### config.mk
export PLATFORM = sky130hd
export DESIGN_NAME = crc_byte_serializer
export DESIGN_NICKNAME = d
export VERILOG_FILES = /design/src/rtl/crc_byte_serializer.sv
export SDC_FILE = /design/constraint.sdc
export NUM_CORES = 1
export LEC_CHECK = 0
export CORE_UTILIZATION = 40
export CTS_BUF_LIST = sky130_fd_sc_hd__clkbuf_2
export DETAILED_ROUTE_END_ITERATION = 16
export SETUP_SLACK_MARGIN = 0.5
export SYNTH_ARGS = -nofsm -noshare
export SYNTH_HDL_FRONTEND = slang
export SYNTH_SLANG_ARGS = --single-unit
### constraint.sdc
create_clock -name CLK -period 1.8 [get_ports CLK]
set_clock_uncertainty 0.15 [all_clocks]
set_input_delay 0.18 -clock CLK [delete_from_list [all_inputs] [get_ports CLK]]
set_output_delay 0.18 -clock CLK [all_outputs]
set_load 0.005 [all_outputs]
### src/rtl/crc_byte_serializer.sv
// crc_byte_serializer: buffers parallel bytes in a small FIFO and shifts each
// one LSB-first to the serial CRC stage, then waits for the stage's complete
// CRC readout (or a timeout) before the next frame may start.
module crc_byte_serializer #(
   parameter int unsigned DATA_WIDTH = 8,
   parameter int unsigned CRC_WIDTH  = 8,
   parameter int unsigned FIFO_DEPTH = 4,
   parameter int unsigned TIMEOUT    = 16
) (
   input  logic                  CLK,
   input  logic                  RST,
   input  logic [DATA_WIDTH-1:0] IN_DATA,
   input  logic                  IN_VALID,
   output logic                  IN_READY,
   output logic                  DATA,
   output logic                  ACTIVE,
   input  logic                  CRC_VALID,
   output logic                  BUSY,
   output logic                  FRAME_DONE,
   output logic                  TIMEOUT_ERR
);

   localparam int unsigned AW = (FIFO_DEPTH > 1) ? $clog2(FIFO_DEPTH) : 1;
   localparam int unsigned CW = $clog2(FIFO_DEPTH + 1);
   localparam int unsigned BW = $clog2(DATA_WIDTH + 1);
   localparam int unsigned WW = $clog2(TIMEOUT + 1);
   localparam int unsigned RW = $clog2(CRC_WIDTH + 1);

   localparam logic [CW-1:0] CNT_FULL  = CW'(FIFO_DEPTH);
   localparam logic [BW-1:0] BIT_LAST  = BW'(DATA_WIDTH);
   localparam logic [WW-1:0] WAIT_LAST = WW'(TIMEOUT);
   localparam logic [RW-1:0] CRC_LAST  = RW'(CRC_WIDTH);

   typedef enum logic [2:0] {
      IDLE,
      SHIFT,
      WAIT_CRC,
      DRAIN,
      GAP
   } state_t;

   state_t state, state_next;

   // FIFO storage and bookkeeping
   logic [DATA_WIDTH-1:0] mem [FIFO_DEPTH];
   logic [AW-1:0]         wr_ptr, rd_ptr;
   logic [CW-1:0]         count, count_next;
   logic                  push, pop, in_ready_next;
   logic [DATA_WIDTH-1:0] head;

   // Frame datapath
   logic [DATA_WIDTH-1:0] shreg, shreg_next;
   logic [BW-1:0]         bit_cnt, bit_cnt_next;
   logic [WW-1:0]         wait_cnt, wait_cnt_next;
   logic [RW-1:0]         crc_cnt, crc_cnt_next;
   logic                  data_next, active_next, done_next, terr_next;

   // FIFO handshake, occupancy update and registered-ready prediction
   always_comb begin
      head  = mem[rd_ptr];
      push  = IN_VALID & IN_READY;
      pop   = (state == IDLE) && (count != '0);
      count_next = count;
      if (push && !pop) begin
         count_next = count + 1'b1;
      end else if (!push && pop) begin
         count_next = count - 1'b1;
      end
      // Ready stays high when full if the coming edge is certain to pop, so a
      // push and pop on the same edge keeps a full FIFO full without loss.
      in_ready_next = (count_next != CNT_FULL) ||
                      ((state_next == IDLE) && (count_next != '0));
   end

   // FIFO pointers, occupancy count and registered ready
   always_ff @(posedge CLK or negedge RST) begin
      if (!RST) begin
         wr_ptr   <= '0;
         rd_ptr   <= '0;
         count    <= '0;
         IN_READY <= 1'b0;
      end else begin
         if (push) wr_ptr <= wr_ptr + 1'b1;
         if (pop)  rd_ptr <= rd_ptr + 1'b1;
         count    <= count_next;
         IN_READY <= in_ready_next;
      end
   end

   // FIFO storage write (no reset needed on data)
   always_ff @(posedge CLK) begin
      if (push) mem[wr_ptr] <= IN_DATA;
   end

   // Next-state and next-output decode for the frame FSM
   always_comb begin
      state_next    = state;
      shreg_next    = shreg;
      bit_cnt_next  = bit_cnt;
      wait_cnt_next = wait_cnt;
      crc_cnt_next  = crc_cnt;
      data_next     = 1'b0;
      active_next   = 1'b0;
      done_next     = 1'b0;
      terr_next     = 1'b0;
      unique case (state)
         IDLE: begin
            if (count != '0) begin
               shreg_next   = head >> 1;
               data_next    = head[0];
               active_next  = 1'b1;
               bit_cnt_next = BW'(1);
               state_next   = SHIFT;
            end
         end
         SHIFT: begin
            if (bit_cnt == BIT_LAST) begin
               wait_cnt_next = '0;
               state_next    = WAIT_CRC;
            end else begin
               data_next    = shreg[0];
               active_next  = 1'b1;
               shreg_next   = shreg >> 1;
               bit_cnt_next = bit_cnt + 1'b1;
            end
         end
         WAIT_CRC: begin
            if (CRC_VALID) begin
               if (CRC_LAST == RW'(1)) begin
                  done_next  = 1'b1;
                  state_next = GAP;
               end else begin
                  crc_cnt_next = RW'(1);
                  state_next   = DRAIN;
               end
            end else if (wait_cnt + 1'b1 == WAIT_LAST) begin
               terr_next  = 1'b1;
               state_next = GAP;
            end else begin
               wait_cnt_next = wait_cnt + 1'b1;
            end
         end
         DRAIN: begin
            if (!CRC_VALID) begin
               terr_next  = 1'b1;
               state_next = GAP;
            end else if (crc_cnt + 1'b1 == CRC_LAST) begin
               done_next  = 1'b1;
               state_next = GAP;
            end else begin
               crc_cnt_next = crc_cnt + 1'b1;
            end
         end
         GAP: begin
            state_next = IDLE;
         end
         default: begin
            state_next = IDLE;
         end
      endcase
   end

   // FSM state register
   always_ff @(posedge CLK or negedge RST) begin
      if (!RST) begin
         state <= IDLE;
      end else begin
         state <= state_next;
      end
   end

   // Registered datapath counters and outputs
   always_ff @(posedge CLK or negedge RST) begin
      if (!RST) begin
         shreg       <= '0;
         bit_cnt     <= '0;
         wait_cnt    <= '0;
         crc_cnt     <= '0;
         DATA        <= 1'b0;
         ACTIVE      <= 1'b0;
         BUSY        <= 1'b0;
         FRAME_DONE  <= 1'b0;
         TIMEOUT_ERR <= 1'b0;
      end else begin
         shreg       <= shreg_next;
         bit_cnt     <= bit_cnt_next;
         wait_cnt    <= wait_cnt_next;
         crc_cnt     <= crc_cnt_next;
         DATA        <= data_next;
         ACTIVE      <= active_next;
         BUSY        <= (state_next != IDLE);
         FRAME_DONE  <= done_next;
         TIMEOUT_ERR <= terr_next;
      end
   end

endmodule

Word level (Yosys, flattened, before mapping)
Memories as Yosys holds them, arrays and structs flattened. Index checks and enable logic that the tools add are counted.

Register bits: 37. Latch bits: 0. Memory bits (writable): 32. Bits in read-only memories: 0. Input bits: 12. Logic and storage cells: 94. Memories kept: 1.

Add/subtract/negate cells: 7. Multiply operators: 0. Div/mod/pow operators: 0. Magnitude comparators: 0. Equal/unequal tests: 15. Shift operators: 0. Mux-type cells: 38. Bitwise gates (word level): 1. Reduce and logical (&&, ||, !) cells: 18.

Memories: mem (depth 4, width 8, read ports 1, clocked after Yosys merged registers in 0, wr ports 1, line 45) `logic [DATA_WIDTH-1:0] mem [FIFO_DEPTH];`.

Operators with widths (count): 3-bit 2-to-1 mux (8); 4-bit 2-to-1 mux (5); 8-bit 2-to-1 mux (2); 4-bit case mux with 2 select lines (2); 8-bit case mux with 2 select lines (1); 5-bit 2-to-1 mux (3); 2-bit != test, second input constant (7); 1-bit 2-to-1 mux (12); 3-bit case mux with 4 select lines (1); 5-bit case mux with 2 select lines (1); 3-bit nonzero test (3); 4-bit by 1-bit adder with 4-bit output, second input constant (2); 4-bit equality test, second input constant (2); 4-bit AND reduction (2); 3-bit by 2-bit equality test with 1-bit output, second input constant (2); 3-bit logical NOT (2); 1-bit case mux with 2 select lines (3); 2-bit nonzero test (3); 5-bit by 1-bit adder with 5-bit output, second input constant (1); 5-bit equality test, second input constant (1); 2-bit by 1-bit adder with 2-bit output, second input constant (2); 1-bit logical AND (4); 3-bit by 1-bit adder with 3-bit output, second input constant (1); 3-bit by 1-bit equality test with 1-bit output, second input constant (1); 7 further kinds (8).

Longest topological paths before layout
Gate-level depths: netlist (run 1).

Depth in word-level cells: 8. Depth in mapped cells: 9. Mapped depth without buffers: 7.

Worst setup path after synthesis (run 1)
OpenSTA, ideal clock, no wires.

Path kind: reg-to-reg. From: register count[0]. To: register IN_READY. Library setup time: 127 ps. Data arrival time: 1395 ps. Required time: 1523 ps. Path slack: 128 ps. Stages on the path, launching flop included: 9. Path buffers: 1. Period minus slack after synthesis: 1672 ps. Path through: dfrtp_1 -> inv_1 -> ha_1 -> nand2b_1 -> and2_4 -> buf_6 -> o21ai_4 -> xor2_2 -> nand3_1.

Cells in the longest elaborated chain, start to end: 8. Elaborated cells on any way between the ends: 16. Those cells by class: add/sub (2); eq/ne (1); mux (4); reduce/logical (9).

Ends and longest elaborated chain: start: declaration (line 47) `logic [CW-1:0] count, count_next;`; start signal: assignment (line 85) `count <= count_next;`; branches (longest 4 deep; another with 3-bit by 1-bit subtractor with 3-bit output); 3-bit 2-to-1 mux * (line 64) `if (push && !pop) begin`; named net count_next[2] (line 47); 3-bit nonzero test (line 72) `((state_next == IDLE) && (count_next != '0));`; 1-bit logical AND (line 72); 1-bit logical OR * (line 71) `in_ready_next = (count_next != CNT_FULL) ||`; named net in_ready_next (line 48) `logic push, pop, in_ready_next;`; end signal: assignment (line 86) `IN_READY <= in_ready_next;`; end: declaration (line 14) `output logic IN_READY,`.

Mark *: on every way through the listed nets, which the timed path passes. A chain may end at the register's enable or synchronous reset.

Worst setup path in the final report (run 1)
From: register state[2]. To: register IN_READY.

Cells in the longest elaborated chain, start to end: 8. Elaborated cells on any way between the ends: 22. Those cells by class: eq/ne (4); mux (9); reduce/logical (9).

Ends and longest elaborated chain: start: declaration (line 42) `state_t state, state_next;`; start signal: assignment (line 168) `state <= state_next;`; 3-bit logical NOT * (line 62) `pop = (state == IDLE) && (count != '0);`; 1-bit logical AND * (line 62); 1-bit logical AND or 1-bit logical NOT (tied branches) (line 66, 64); 3-bit 2-to-1 mux or 1-bit logical AND (tied branches) (line 66, 64); 3-bit 2-to-1 mux * (line 64); named net count_next[2] (line 47); 3-bit nonzero test (line 72); 1-bit logical AND (line 72); 1-bit logical OR * (line 71); named net in_ready_next (line 48).

Mark *: on every way through the listed nets, which the timed path passes. The rest lies on a longest branch.

==> reports/results.tsv, run 1 <==
stage	metric	value	unit
route	vias_per_cell	5.002	
logic_synthesis	syn_area	3090	um2
sta	maxSlewHeadroom	53.72	%
worst_setup_path	start_kind	flop	
min_path	hold_path_class	in2async	
finish	fillers	617	
sta	setup_tns	0	ps
finish	final_layout_size_suffix_gt1_share	48.40	%
grt	grt.total_usage	15.21	%
clock_network	numCtsBuffers	9	
floorplan	rows	31	
worst_setup_path	timing.rr.start	state[2]$_DFF_PN0_	
floorplan	die_area	8082	um2
grt	first_global_vias	1994	
sta	tightest_slew	694.1	ps
worst_setup_path	cp.arrival	1910	ps
logic_synthesis	postSynthNetCount	251	
logic_synthesis	netlist_top_cells_count	36 x dfrtp_1, 32 x edfxtp_1, 25 x nand2_1, 12 x inv_1, 11 x ha_1	
power	cellPowerDensity	1584	nW/um2
power	comb_power_share	49.9	%
sta	grt_setup_unrepaired	true	
grt	grt_pass1_wl	9.563	mm
finish	nets	330	
power	intPower	0.004095	W
finish	area_growth	34.90	%
route	wirelength	6.019	mm
logic_synthesis	yosys_most_used_dff	dfrtp_1	
logic_synthesis	yosys_warnings	0	
clock_network	tritoncts	done	
logic_synthesis	async_flop_share	52.94	%
sta	max_clock_freq	601.0	MHz
logic_synthesis	synth_edf_count	32	
power	p_leak	1.667	nW
placed_design	detailed_place_hpwl	3.683	mm
finish	n_antenna_cell	0	
worst_setup_path	r2r_cells	5	
logic_synthesis	ys_seq_area_share	60.24	%
sta	maxSlewViolCount	0	
logic_synthesis	yosysMostFrequentCell	dfrtp_1	
power	seq_power_share	37.9	%
route	wire_per_inst	14.64	um
clock_network	h-tree-depth	3	
floorplan	core_area	7370	um2
floorplan	die_y	89.90	um
power	p_switching	0.002510	W
logic_synthesis	synth_top_area_share	31.09	%
power	p_sw_share	38.00	%
grt	overflow	0	
worst_setup_path	crit_path_start	state[2]$_DFF_PN0_	
placed_design	io_buffers	17	
grt	antenna_found_initial	0	
sta	period_needed	1664	ps
route	dr.pass1.iters	4	
floorplan	start_util	41.94	%
clock_network	clkTransAtPathRegs	220	ps
clock_network	cts_root_buf	clkbuf_2	
logic_synthesis	ys_seq_elements	68	
placed_design	gp_congestion	0.7532	
logic_synthesis	synth_top_area_cell	edfxtp_1	
floorplan	io-pin-count	18	
logic_synthesis	synth.distinct_cells	48	
worst_setup_path	r2r_slack	140	ps
clock_network	cts_sinks	68	
route	ant_nets	0	
route	drtIter0Drc	62	
sta	finalSetupViolCount	0	
job	cap_violations	0	
route	vias	2056	
route	drc	0	
worst_setup_path	setup.worst_path.end	IN_READY$_DFF_PN0_	
power	vdd_ir_drop_max	0.0007161	V
sta	period_share	92.44	%
worst_setup_path	cp_max_fo	8	
logic_synthesis	synth.area.top_cells	edfxtp_1 31%, dfrtp_1 29%, mux4_2 5.8%	
run_status	status	finished clean	
clock_network	worst_skew_pair.late_latency	500	ps
sta	final_hold_viol_count	0	
power	clock_power_share	12.2	%
worst_setup_path	worstSetupPathType	reg2reg	
worst_setup_path	worst_r2r_endpoint	IN_READY$_DFF_PN0_	
logic_synthesis	syn_inst	228	
power	power	0.006604	W
clock_network	clockBufferDepth	2	
grt	grt_max_degree	31	
logic_synthesis	synth.avg_cell_area	13.55	um2
worst_setup_path	end_kind	flop	
worst_setup_path	required	2050	ps
floorplan	die_w	89.90	um
-- state kept, by name, summed over array words and instances, names as in the netlist --
register	count
ACTIVE	1
BUSY	1
DATA	1
FRAME_DONE	1
IN_READY	1
TIMEOUT_ERR	1
bit_cnt	4
count	3
crc_cnt	4
mem	32
rd_ptr	2
shreg	7
state	3
wait_cnt	5
wr_ptr	2
-- worst min path at each step --
stage / endpoint / cells past startpoint / slack, ps / start
after floorplan: ACTIVE$_DFF_PN0_ / 0 / -270 / RST
after global placement: ACTIVE$_DFF_PN0_ / 1 / 120 / RST
after detailed placement: ACTIVE$_DFF_PN0_ / 1 / 110 / RST
after CTS: shreg[6]$_DFFE_PN0P_ / 2 / 40 / RST
after global routing: bit_cnt[2]$_DFFE_PN0P_ / 2 / 60 / RST
final: shreg[6]$_DFFE_PN0P_ / 2 / 70 / RST
-- worst max-delay path: stages, from the launching register on --
cell	delay, ps
dfrtp_2	510
nor3_4	290
and2_4	320
o21ai_4	80
xor2_2	150
nand3_1	90
-- cell families (layout without fill, tap and decap cells) --
group | after synthesis | after routing | synth area share (%)
flops | 68 | 68 | 60.24
simple gates | 62 | 63 | 10.45
compound gates | 43 | 43 | 10.32
buf+inv | 19 | 102 | 3.319
mux | 16 | 16 | 8.421
fa+ha+maj | 11 | 11 | 4.453
xor+xnor | 9 | 9 | 2.794
-- cell usage in the layout, fill, tap and decap left out, types with 8 or more instances in the layout --
cell              n
o21ai_1           9
mux4_2            8
dfrtp_1          28
dfrtp_2           8
nand2_1          18
buf_4            45
mux2i_1           8
clkdlybuf4s50_1  10
edfxtp_1         32
clkbuf_2         10
buf_6             9
-- through the flow --
stage	instance area, um2	utilization (%)	setup WS [ps]	std cells	hold slack, ps
floorplan	3164	-	227.5	228	-265.6
global placement	3491	47.37	160.2	352	115.3
detailed placement	3491	47.37	107.5	352	114.6
CTS	3866	52.46	177.0	393	43.81
global route	4169	56.57	64.86	411	64.98
finish	4169	56.57	136.0	411	65.63
-- what timing repair did --
item                       CTS  global route
hold buffers                 1             0
pin swaps                   12            19
gates resized for setup     51            44
gates cloned                 0             1
setup buffers               24            17
setup endpoints to repair   72            73
hold endpoints to repair    36             0
-- power groups by stage --
stage               logic, W  registers (W)  clock network (W)
global route         0.00362        0.00256           0.000904
detailed placement   0.00225        0.00252                  0
CTS                  0.00271        0.00249           0.000841
global placement     0.00222        0.00250                  0
finish               0.00329        0.00250           0.000808
floorplan            0.00191        0.00236                  0
-- layer usage --
metal	vias to the layer above	global-route usage, %	part of all wire, %
li1	999	-	-
met1	1020	18.98	45
met2	30	25.38	51
met3	7	5.161	3.4
met4	0	4.032	1.4
met5	-	0	0
-- layout make-up --
cell class | count | area (um2) | area share [%]
sequential | 68 | 1872 | 44.90
multi-input combinational | 142 | 1395 | 33.46
timing repair buffer | 74 | 619.3 | 14.86
tap | 99 | 123.9 | 2.971
clock inverter | 7 | 57.56 | 1.381
inverter | 12 | 56.30 | 1.351
clock buffer | 9 | 45.04 | 1.080
Note: power is estimated with default switching activity, not from simulation.
==> run 2, diff against run 1 <==
--- a/config.mk
+++ b/config.mk
@@ -5,6 +5,7 @@
 export SDC_FILE = /design/constraint.sdc
 export NUM_CORES = 1
 export LEC_CHECK = 0
+export CAP_MARGIN = 0
 export CORE_UTILIZATION = 40
 export CTS_BUF_LIST = sky130_fd_sc_hd__clkbuf_2
 export DETAILED_ROUTE_END_ITERATION = 16
==> results of run 2 <==
The final DEF is identical to that of run 1; final timing and power are the same.
